## src/rtl/trip_timer_bcd_if.sv

```systemverilog
// Bundle between the drive-state decoder and the trip timer: drive state and
// hold in, ready BCD digits plus tick/running/overflow status out.
interface trip_timer_bcd_if;
    logic [3:0] state;
    logic       hold;
    logic [3:0] d0;
    logic [3:0] d1;
    logic [3:0] d2;
    logic [3:0] d3;
    logic       tick;
    logic       running;
    logic       ovf;

    modport master (
        output state, hold,
        input  d0, d1, d2, d3, tick, running, ovf
    );

    modport slave (
        input  state, hold,
        output d0, d1, d2, d3, tick, running, ovf
    );
endinterface

```

## src/rtl/trip_timer_bcd.sv

```systemverilog
// Elapsed-drive timer: counts 0.1 s ticks into four BCD digits (000.0..999.9).
// Define TRIP_TIMER_SATURATE_EN to stop at 999.9 instead of wrapping to 000.0.
module trip_timer_bcd #(
    parameter int TICK_DIV = 10000000,
    parameter int CNT_W    = 24
) (
    input logic            clk,
    input logic            rst,
    trip_timer_bcd_if.slave bus
);
    typedef enum logic [3:0] {
        ST_OFF        = 4'b0000,
        ST_NO_ST      = 4'b0011,
        ST_START      = 4'b0111,
        ST_MOVEF      = 4'b0110,
        ST_MOVEB      = 4'b0101,
        ST_KEEP_GO    = 4'b1110,
        ST_SEMI_MOVEF = 4'b1111
    } drive_state_t;

    localparam logic [CNT_W-1:0] TICK_LAST = CNT_W'(TICK_DIV - 1);

    logic             is_off;
    logic             is_counting;
    logic             tick_now;
    logic             at_max;
    logic             carry;
    logic [CNT_W-1:0] prescale;
    logic [3:0][3:0]  digits;
    logic [3:0][3:0]  digits_inc;
    logic [3:0][3:0]  digits_next;
    logic [3:0][3:0]  shown;
    logic             hold_q;
    logic             tick_q;
    logic             running_q;
    logic             ovf_q;

    always_comb begin
        is_off = (bus.state == ST_OFF);
        case (bus.state)
            ST_MOVEF, ST_MOVEB, ST_KEEP_GO, ST_SEMI_MOVEF: is_counting = 1'b1;
            default:                                       is_counting = 1'b0;
        endcase
        tick_now = is_counting && (prescale == TICK_LAST);
    end

    // Ripple the +1 through the digits; a digit at 9 rolls to 0 and passes the carry up.
    always_comb begin
        digits_inc = digits;
        carry      = 1'b1;
        for (int i = 0; i < 4; i++) begin
            if (carry) begin
                if (digits[i] == 4'd9) begin
                    digits_inc[i] = 4'd0;
                end else begin
                    digits_inc[i] = digits[i] + 4'd1;
                    carry         = 1'b0;
                end
            end
        end
        at_max = (digits == 16'h9999);
`ifdef TRIP_TIMER_SATURATE_EN
        digits_next = at_max ? digits : digits_inc;
`else
        digits_next = digits_inc;
`endif
    end

    always_ff @(posedge clk or posedge rst) begin
        if (rst) begin
            prescale  <= '0;
            digits    <= '0;
            shown     <= '0;
            hold_q    <= 1'b0;
            tick_q    <= 1'b0;
            running_q <= 1'b0;
            ovf_q     <= 1'b0;
        end else begin
            tick_q    <= tick_now;
            running_q <= is_counting;
            hold_q    <= bus.hold;

            // Non-counting, non-off states leave the partial prescale intact so a resume continues mid-tick.
            if (is_off) begin
                prescale <= '0;
                digits   <= '0;
                ovf_q    <= 1'b0;
            end else if (is_counting) begin
                if (tick_now) begin
                    prescale <= '0;
                    digits   <= digits_next;
                    if (at_max) begin
                        ovf_q <= 1'b1;
                    end
                end else begin
                    prescale <= prescale + CNT_W'(1);
                end
            end

            // Freeze only once hold has been seen high on two consecutive edges, so the first high edge captures.
            if (is_off) begin
                shown <= '0;
            end else if (!(bus.hold && hold_q)) begin
                shown <= digits;
            end
        end
    end

    assign bus.d0      = shown[0];
    assign bus.d1      = shown[1];
    assign bus.d2      = shown[2];
    assign bus.d3      = shown[3];
    assign bus.tick    = tick_q;
    assign bus.running = running_q;
    assign bus.ovf     = ovf_q;
endmodule

```

## src/flat_wrapper.sv

```systemverilog
// flat-port wrapper written by rule: the top's interface ports become plain ports
module trip_timer_bcd_flat 
#(
    parameter int TICK_DIV = 10000000,
    parameter int CNT_W    = 24
)
  (clk, rst, bus_state, bus_hold, bus_d0, bus_d1, bus_d2, bus_d3, bus_tick, bus_running, bus_ovf);
  trip_timer_bcd_if bus_i ();
  input logic clk;
  input logic rst;
  input wire logic [$bits(bus_i.state)-1:0] bus_state;
  input wire logic [$bits(bus_i.hold)-1:0] bus_hold;
  output wire logic [$bits(bus_i.d0)-1:0] bus_d0;
  output wire logic [$bits(bus_i.d1)-1:0] bus_d1;
  output wire logic [$bits(bus_i.d2)-1:0] bus_d2;
  output wire logic [$bits(bus_i.d3)-1:0] bus_d3;
  output wire logic [$bits(bus_i.tick)-1:0] bus_tick;
  output wire logic [$bits(bus_i.running)-1:0] bus_running;
  output wire logic [$bits(bus_i.ovf)-1:0] bus_ovf;
  assign bus_i.state = bus_state;
  assign bus_i.hold = bus_hold;
  assign bus_d0 = bus_i.d0;
  assign bus_d1 = bus_i.d1;
  assign bus_d2 = bus_i.d2;
  assign bus_d3 = bus_i.d3;
  assign bus_tick = bus_i.tick;
  assign bus_running = bus_i.running;
  assign bus_ovf = bus_i.ovf;
  trip_timer_bcd #(.TICK_DIV(TICK_DIV), .CNT_W(CNT_W)) u_core (.clk(clk), .rst(rst), .bus(bus_i));
endmodule
```

## config.mk

```make
export PLATFORM = sky130hd
export DESIGN_NAME = trip_timer_bcd_flat
export DESIGN_NICKNAME = d
export VERILOG_FILES = /design/src/rtl/trip_timer_bcd_if.sv /design/src/rtl/trip_timer_bcd.sv /design/src/flat_wrapper.sv
export SDC_FILE = /design/constraint.sdc
export NUM_CORES = 1
export LEC_CHECK = 0
export CORE_ASPECT_RATIO = 0.75
export CORE_MARGIN = 10
export CORE_UTILIZATION = 40
export CTS_BUF_LIST = sky130_fd_sc_hd__clkbuf_4 sky130_fd_sc_hd__clkbuf_8 sky130_fd_sc_hd__clkbuf_16
export CTS_CLUSTER_DIAMETER = 60
export DETAILED_ROUTE_END_ITERATION = 12
export HOLD_SLACK_MARGIN = 0.1
export PLACE_DENSITY_LB_ADDON = 0.12
export SYNTH_ARGS = -nofsm -noshare
export SYNTH_HDL_FRONTEND = slang
export SYNTH_SLANG_ARGS = --single-unit
```

## constraint.sdc

```tcl
create_clock -name clk -period 4.66 [get_ports clk]
set_input_delay 0.699 -clock clk [delete_from_list [all_inputs] [get_ports clk]]
set_output_delay 0.699 -clock clk [all_outputs]
set_load 0.03 [all_outputs]
```

Word-level counts from Yosys, hierarchy flattened. Index checks and enable logic that the tools add are counted.

Logic and storage cells: 69. Output and inout port bits: 19. Input bits: 7. Register bits: 60.

Add/subtract/negate cells: 5. Eq/ne operators: 11. Multiplexer cells: 25. Reduce and logical (&&, ||, !) cells: 15.

Operators with widths (count): 16-bit two-way mux (5); 24-bit two-way mux (3); 4-bit two-way mux (7); 24-bit by 1-bit adder with 24-bit output (second input constant) (1); 24-bit == test (second input constant) (1); 4-bit == test (second input constant) (6); 4-bit by 1-bit adder with 4-bit output (second input constant) (4); 16-bit == test (second input constant) (1); 3-bit AND reduction (4); 2-bit nonzero test (6); 1-bit two-way mux (10); 4-bit by 3-bit == test with 1-bit output (second input constant) (2); 4-bit zero test (1); 4-bit OR reduction (1); 1-bit logical AND (2); 2-bit by 1-bit != test with 1-bit output (second input constant) (1); 2-bit AND reduction (1).

Logic depth before layout (Yosys ltp). Gate-level depths: netlist of run 1.

Word-level depth: 8. Depth in mapped cells: 8. Depth with buffers taken out: 7.

Worst setup path after synthesis of run 1. Ideal clock, no wire load.

Path kind: input to register. Start: in bus_state[2]. End: reg u_core.prescale[12]. Stages: 6. Required time: 4.581 ns. Data arrival time: 2.181 ns. Path buffers: 2. Setup time: 0.079 ns. Path slack: 2.400 ns. Cells stage by stage: clkbuf_1 > nor4_2 > a21oi_1 > clkbuf_1 > or3_1 > a21oi_1.

Word-level cells in the longest chain between the ends: 7. Elaborated cells between the ends (all ways): 12. Those cells by class: eq/ne (4); mux (4); reduce/logical (4).

RTL lines: from (decl) (line flat_wrapper.sv:11) `input wire logic [$bits(bus_i.state)-1:0] bus_state;`; 4-bit by 3-bit == test with 1-bit output or 4-bit == test (tied branches) (line trip_timer_bcd.sv:40) `case (bus.state)`; 4-bit OR reduction (line trip_timer_bcd.sv:40); 1-bit two-way mux (line trip_timer_bcd.sv:40); 1-bit logical AND (line trip_timer_bcd.sv:44) `tick_now = is_counting && (prescale == TICK_LAST);`; 24-bit two-way mux (line trip_timer_bcd.sv:89) `if (tick_now) begin`; 24-bit two-way mux (line trip_timer_bcd.sv:88) `end else if (is_counting) begin`; 24-bit two-way mux (line trip_timer_bcd.sv:84) `if (is_off) begin`; to (signal assigned) (line trip_timer_bcd.sv:96) `prescale <= prescale + CNT_W'(1);`; to (decl) (line trip_timer_bcd.sv:28) `logic [CNT_W-1:0] prescale;`.

Parallel ways exist; a longest one is shown, timed or not. The select of a mux whose other input is x is not followed. A chain may end at the register's enable or synchronous reset.

Worst setup path after layout of run 1.
Start: in bus_state[2]. End: reg u_core.prescale[19].

Same word-level chain as after synthesis.

==> flow_summary.ini, run 1 <==
[clock_tree]
cts.reportedPaths.clkPinSlew_ns = 0.07
cts_setup_buffers = 0
ctsHtreeMaxLevel = 3
tritoncts = built
cts_hold_buffers = 0
cts_sinks = 60
worst_skew_pair.late_latency_ns = 0.35
cts_buffer_depth = 2
cts_buffers = 9
cts_resized = 0
root_buffer = clkbuf_8

[power]
leakage_nw = 1.55
powerDensity_mw_per_mm2 = 333
ir_drop_v = 0.000158

[logic_synthesis]
synth-simple-area-share_pct = 27.7
synth-seq-cells = 60
synth.area.mux_share_pct = 0.639
synth-adder-area-share_pct = 3.59
async_flop_share_pct = 100
synth_cell_type_count = 44
syn-num-nets = 363
yosysSeqAreaShare_pct = 47.9
synthTopCellsByArea = dfrtp_1, a21oi_1, nand2_1, or4_1, ha_1
yosys_warnings = 0
synth_top_area_share_pct = 47.9
synth_top_family_by_area = simple AND/OR/NAND/NOR gates
synth_cells = 347
synth_area_mm2 = 0.00313
syn_area_per_cell_um2 = 9.03
yosysTopAreaCell = dfrtp_1
synth_ff_type = dfrtp_1
synth_xor_area_share_pct = 0.559
synth-edff-count = 0
synth_compound_area_share_pct = 16.1

[timing]
max_freq_ghz = 0.380
clock-skew-final_ns = 0.00798
fin_crit_sh_pct = 56.5
period_minus_slack_ns = 2.64
tightest_slew_ns = 0.620
hold_slack_ns = 0.514
tns_ns = 0
slew-limit-headroom_pct = 58.6
maxSlewViolCount = 0
setup_viol = 0
layout_setup_ws_ns = 2.02
rsz0062_at_grt = false
hold_viol = 0

[placed_design]
io_buffer_count = 25
dp_hpwl_um = 4930
gp_congestion = 0.798
dpl_cell_area_mm2 = 0.00348
dp_slack_ns = 1.68

[worst_hold_path]
hold_path_startpoint = u_core.bus.d2[1]
hold_class = register to register
hold_depth = 2
hold_end = u_core.bus.d2[1]

[routing]
drc = 0
drt-total-wl_um = 7380
ant_nets = 0
vias_per_cell = 5.50
vias = 2616
routedWlPerCell_um = 15.5
drtIter0Drc = 195
dr.pass1.iters = 4

[die]
start_util_pct = 42.0
core_area_mm2 = 0.00747
die-height_um = 96.7
num_rows = 27
dieArea_mm2 = 0.0118
io_pins = 26
die_width_um = 122

[flow_run]
maxCapViolCount = 0

[cells_and_area]
drive_gt1_share_pct = 7.47
fin_nets = 386
final_cell_area_mm2 = 0.00373
syn_to_final_growth_pct = 19.2
antennaDiodeCount = 0

[worst_setup_path]
cp_cell_sequence = clkdlybuf4s50_1, nor4_4, buf_4, a21oi_2, buf_4, or4_1, a21oi_1
worstPathRequired_ns = 4.92
max_stage_delay_ns = 0.57
worstPathMaxFanout = 37
timing.rr.end = u_core.digits[4]
slowest_stage = clkdlybuf4s50_1
crit_top_cell = buf_4
r2r-start = u_core.prescale[0]
reg2reg_slack_ns = 2.18
cp-end-kind = register
crit_arrival_ns = 2.89
critPathKind = primary input to register
crit_path_start_kind = primary input
reg2regPathDepth = 7

[global_route]
grt_antenna_before_repair = 0
track_usage_pct = 12.8
grt_pass1_vias = 2370
grt-ovfl-total = 0
grt_pass1_wl_um = 12300
grt_max_degree = 38

[status]
status = finished clean
per-layer routing:
metal	up-vias	part of all wire, %	global-route usage [%]	wire, um
met5	-	0	0	0
met1	1255	53	19.0	3890
met2	45	41	16.4	3020
met4	0	0.46	3.77	34
met3	4	5.9	4.75	437
li1	1312	-	-	-
worst max-delay path, delay by kind of cell:
kind / cells / cell delay (ns)
compound gates: 2 / 0.21
buf+inv: 3 / 1.19
simple gates: 2 / 0.79
kinds of logic (layout without fill, tap and decap cells):
| logic type | after synthesis | after routing |
|---|---|---|
| XOR/XNOR | 2 | 2 |
| buffers and inverters | 27 | 55 |
| flip-flops | 60 | 60 |
| multiplexers | 2 | 2 |
| AO/OA/AOI/OAI | 92 | 92 |
| AND/OR/NAND/NOR | 155 | 155 |
| adder cells (fa/ha/maj) | 9 | 9 |
synthesized netlist by cell type (2+ instances only):
library cell	number
dfrtp_1	60
nand2_1	57
a21oi_1	49
or3_1	16
or4_1	16
o21ai_0	15
clkbuf_1	14
nand3_1	14
o21ai_1	14
ha_1	9
inv_1	9
nand4_1	8
nor2_1	8
and3_1	7
and2_1	4
and4_1	4
o31ai_1	4
nand3b_1	3
nand4b_1	3
nor3_1	3
a211o_1	2
a31oi_1	2
mux2i_1	2
nand2b_1	2
nor3b_1	2
nor4_1	2
registers in the layout, indices dropped and copies added (netlist names):
register and count:
u_core.bus.d2 4, u_core.bus.ovf 1, u_core.bus.d0 4, u_core.bus.d3 4, u_core.hold_q 1, u_core.digits 16, u_core.bus.running 1, u_core.bus.d1 4
u_core.bus.tick 1, u_core.prescale 24
cell usage in the layout, fill, tap and decap left out, types with 2 or more instances in the layout:
| cell type | synthesis | final |
|---|---|---|
| dfrtp_1 | 60 | 60 |
| nand2_1 | 57 | 57 |
| a21oi_1 | 49 | 48 |
| clkdlybuf4s50_1 | 0 | 25 |
| or4_1 | 16 | 16 |
| or3_1 | 16 | 16 |
| o21ai_0 | 15 | 15 |
| nand3_1 | 14 | 14 |
| o21ai_1 | 14 | 14 |
| clkbuf_8 | 0 | 11 |
| ha_1 | 9 | 9 |
| nor2_1 | 8 | 8 |
| nand4_1 | 8 | 8 |
| inv_1 | 9 | 8 |
| and3_1 | 7 | 7 |
| and4_1 | 4 | 4 |
| and2_1 | 4 | 4 |
| o31ai_1 | 4 | 4 |
| buf_4 | 0 | 4 |
| nand4b_1 | 3 | 3 |
| nand3b_1 | 3 | 3 |
| nor3_1 | 3 | 3 |
| bufinv_16 | 0 | 3 |
| nand2b_1 | 2 | 2 |
| nor4_4 | 1 | 2 |
| nor4_1 | 2 | 2 |
| nor3b_1 | 2 | 2 |
| a211o_1 | 2 | 2 |
| a31oi_1 | 2 | 2 |
| mux2i_1 | 2 | 2 |
| inv_2 | 1 | 2 |
stage by stage:
| step | total power, mW | std cells | utilization [%] |
|---|---|---|---|
| 2_1_floorplan | 0.620 | 347 | - |
| 3_3_place_gp | 0.649 | 460 | 46.6 |
| 3_5_place_dp | 0.652 | 460 | 46.6 |
| 4_1_cts | 1.26 | 476 | 50.0 |
| 5_1_grt | 1.29 | 476 | 50.0 |
| 6_report | 1.25 | 476 | 50.0 |
worst max path at each step:
stage	start	end	slack [ns]	cells after the start
5_1_grt	bus_state[3]	u_core.digits[5]	1.90	7
2_1_floorplan	bus_state[2]	u_core.prescale[12]	2.40	6
3_3_place_gp	bus_state[2]	u_core.prescale[19]	1.69	7
4_1_cts	bus_state[2]	u_core.prescale[19]	2.02	7
3_5_place_dp	bus_state[2]	u_core.prescale[19]	1.68	7
6_report	bus_state[2]	u_core.prescale[19]	2.02	7
cell type report:
| cell class | instances | area (um^2) |
|---|---|---|
| repair buffers | 29 | 280 |
| clock buffers | 12 | 159 |
| fillers | 704 | 3730 |
| well taps | 101 | 126 |
| flip-flops and latches | 60 | 1500 |
| clock inverters | 4 | 95.1 |
| multi-input cells | 260 | 1540 |
| inverters | 10 | 37.5 |
where the power goes:
part	switching [mW]	internal (mW)	total (mW)
sequential	0.0247	0.539	0.564
combinational	0.0525	0.0261	0.0785
clock	0.213	0.390	0.603
(Power assumes the default switching activity.)
==> run 2, diff against run 1 <==
==> constraint.sdc (replaced) <==
create_clock -name clk -period 2.4 [get_ports clk]
set_input_delay 0.36 -clock clk [delete_from_list [all_inputs] [get_ports clk]]
set_output_delay 0.36 -clock clk [all_outputs]
set_load 0.03 [all_outputs]
==> run 2 against run 1 <==
Effect of this change:
- clock power is 74% higher
- critical path depth shrank 2
- worst setup slack lost 1.9 ns
- routed wire length rose by 2.9%
- hold slack worse by 0.12 ns
- clock skew up 0.0057 ns
- largest cell class unchanged
==> flow_summary.ini, run 2 (same netlist as run 1, synthesis figures left out) <==
[status]
status = finished clean

[clock_tree]
cts_buffers = 9
cts_sinks = 60
cts_hold_buffers = 0
cts_buffer_depth = 2
ctsHtreeMaxLevel = 3
cts.reportedPaths.clkPinSlew_ns = 0.07
tritoncts = built
worst_skew_pair.late_latency_ns = 0.36
root_buffer = clkbuf_8

[timing]
hold_viol = 0
tightest_slew_ns = 0.638
period_minus_slack_ns = 2.30
clock-skew-final_ns = 0.0136
hold_slack_ns = 0.392
maxSlewViolCount = 0
slew-limit-headroom_pct = 57.4
setup_viol = 0
max_freq_ghz = 0.436
fin_crit_sh_pct = 95.7

[power]
total_power_mw = 2.34
switchingPower_mw = 0.595
sw_frac_of_total_pct = 25.5
power_frac_comb_pct = 8.9
seqPwrFrac_pct = 46.2
ir_drop_v = 0.000230
leakage_nw = 1.63
powerDensity_mw_per_mm2 = 601
clockPowerShare_pct = 44.8
p_int_mw = 1.74

[placed_design]
dp_hpwl_um = 5090
dpl_cell_area_mm2 = 0.00365
place_inst = 478
gp_congestion = 0.794
io_buffer_count = 25

[routing]
ant_nets = 0
vias = 2692
drtIter0Drc = 167
vias_per_cell = 5.45
drt-total-wl_um = 7590
routedWlPerCell_um = 15.4
dr.pass1.iters = 5
drc = 0

[cells_and_area]
fin_cells = 494
final_cell_mix = dfrtp_1, nand2_1, a21oi_1
drive_gt1_share_pct = 11.7
final_util_pct = 52.1
top_register = u_core.prescale
largest_reg_flops = 24
syn_to_final_growth_pct = 24.0
top_regs = u_core.prescale: 24 flops, u_core.digits: 16 flops
final_cell_area_mm2 = 0.00389
fin_nets = 404
antennaDiodeCount = 0
layout_commonest_cell = dfrtp_1

[worst_hold_path]
hold_class = primary input to async pin

[global_route]
grt_antenna_before_repair = 0
grt_max_degree = 61
grt_pass1_vias = 2498
grt-ovfl-total = 0
track_usage_pct = 13.2
grt_pass1_wl_um = 12800

[worst_setup_path]
critPathKind = register to register
cp-end-kind = register
worstPathRequired_ns = 2.63
crit_path_start_kind = register
worstPathMaxFanout = 6
crit_arrival_ns = 2.53

[die]
io_pins = 26
core_area_mm2 = 0.00747
num_rows = 27
start_util_pct = 42.0
die-height_um = 96.7
dieArea_mm2 = 0.0118
die_width_um = 122

[flow_run]
maxCapViolCount = 0
==> run 2: cell types whose count changed in the layout (fill, tap and decap cells not counted), sizes merged <==
cell / before / now
buf: 4 / 22
clkinvlp: 0 / 3
clkbuf: 12 / 10
bufinv: 3 / 2
==> run 2: timing repair <==
item | CTS | global route
setup endpoints to repair | 0 | 12
setup buffers | 0 | 0
hold endpoints to repair | 0 | 0
gates resized for setup | 0 | 1
==> run 2: power by group through the flow <==
stage	Sequential [mW]	Combinational, mW	Clock, mW
5_1_grt	1.09	0.243	1.10
2_1_floorplan	1.10	0.103	0
3_5_place_dp	1.10	0.209	0
4_1_cts	1.08	0.210	1.06
3_3_place_gp	1.10	0.204	0
6_report	1.08	0.209	1.05
==> run 2: path summary, 6_finish.rpt <==
path | depth (start not counted) | startpoint | slack, ns | endpoint
setup / recovery | 5 | u_core.prescale[11] | 0.10 | u_core.prescale[22]
hold / removal | 3 | rst | 0.39 | u_core.prescale[6]
setup reg to reg | 5 | u_core.prescale[11] | 0.10 | u_core.prescale[22]
hold reg to reg | 2 | u_core.bus.ovf | 0.51 | u_core.bus.ovf
max in group asynchronous | 3 | rst | 1.74 | u_core.bus.d2[0]
min in group clk | 1 | bus_hold | 0.51 | u_core.hold_q
==> run 2: area by class of cell <==
class / instances / area (um^2)
Sequential cell: 60 / 1500
Multi-Input combinational cell: 260 / 1540
Clock inverter: 6 / 87.6
Clock buffer: 10 / 138
Tap cell: 101 / 126
Timing Repair Buffer: 47 / 453
Fill cell: 711 / 3580
Inverter: 10 / 37.5
==> run 2: per-layer routing <==
layer / vias up / wire (um) / GRT usage [%] / part of all wire [%]
li1: 1347 / - / - / -
met1: 1279 / 4070 / 20.3 / 54
met2: 59 / 2990 / 16.5 / 39
met3: 7 / 463 / 4.92 / 6.1
met4: 0 / 65 / 3.41 / 0.86
met5: - / 0 / 0 / 0
==> run 2: through the flow <==
| step | worst slack (ns) | setup TNS (ns) |
|---|---|---|
| after global routing | -0.0203 | -0.0203 |
| after CTS | 0.0577 | 0 |
| after floorplan | 0.201 | 0 |
| final | 0.104 | 0 |
| after detailed placement | 0.0619 | 0 |
| after global placement | 0.104 | 0 |
==> run 2: critical path, stage by stage, from the launching register on <==
cell and delay (ns):
dfrtp_1 0.40, or4b_4 0.57, or4_1 0.57, o211ai_4 0.29
nor3b_1 0.08, a211o_1 0.27
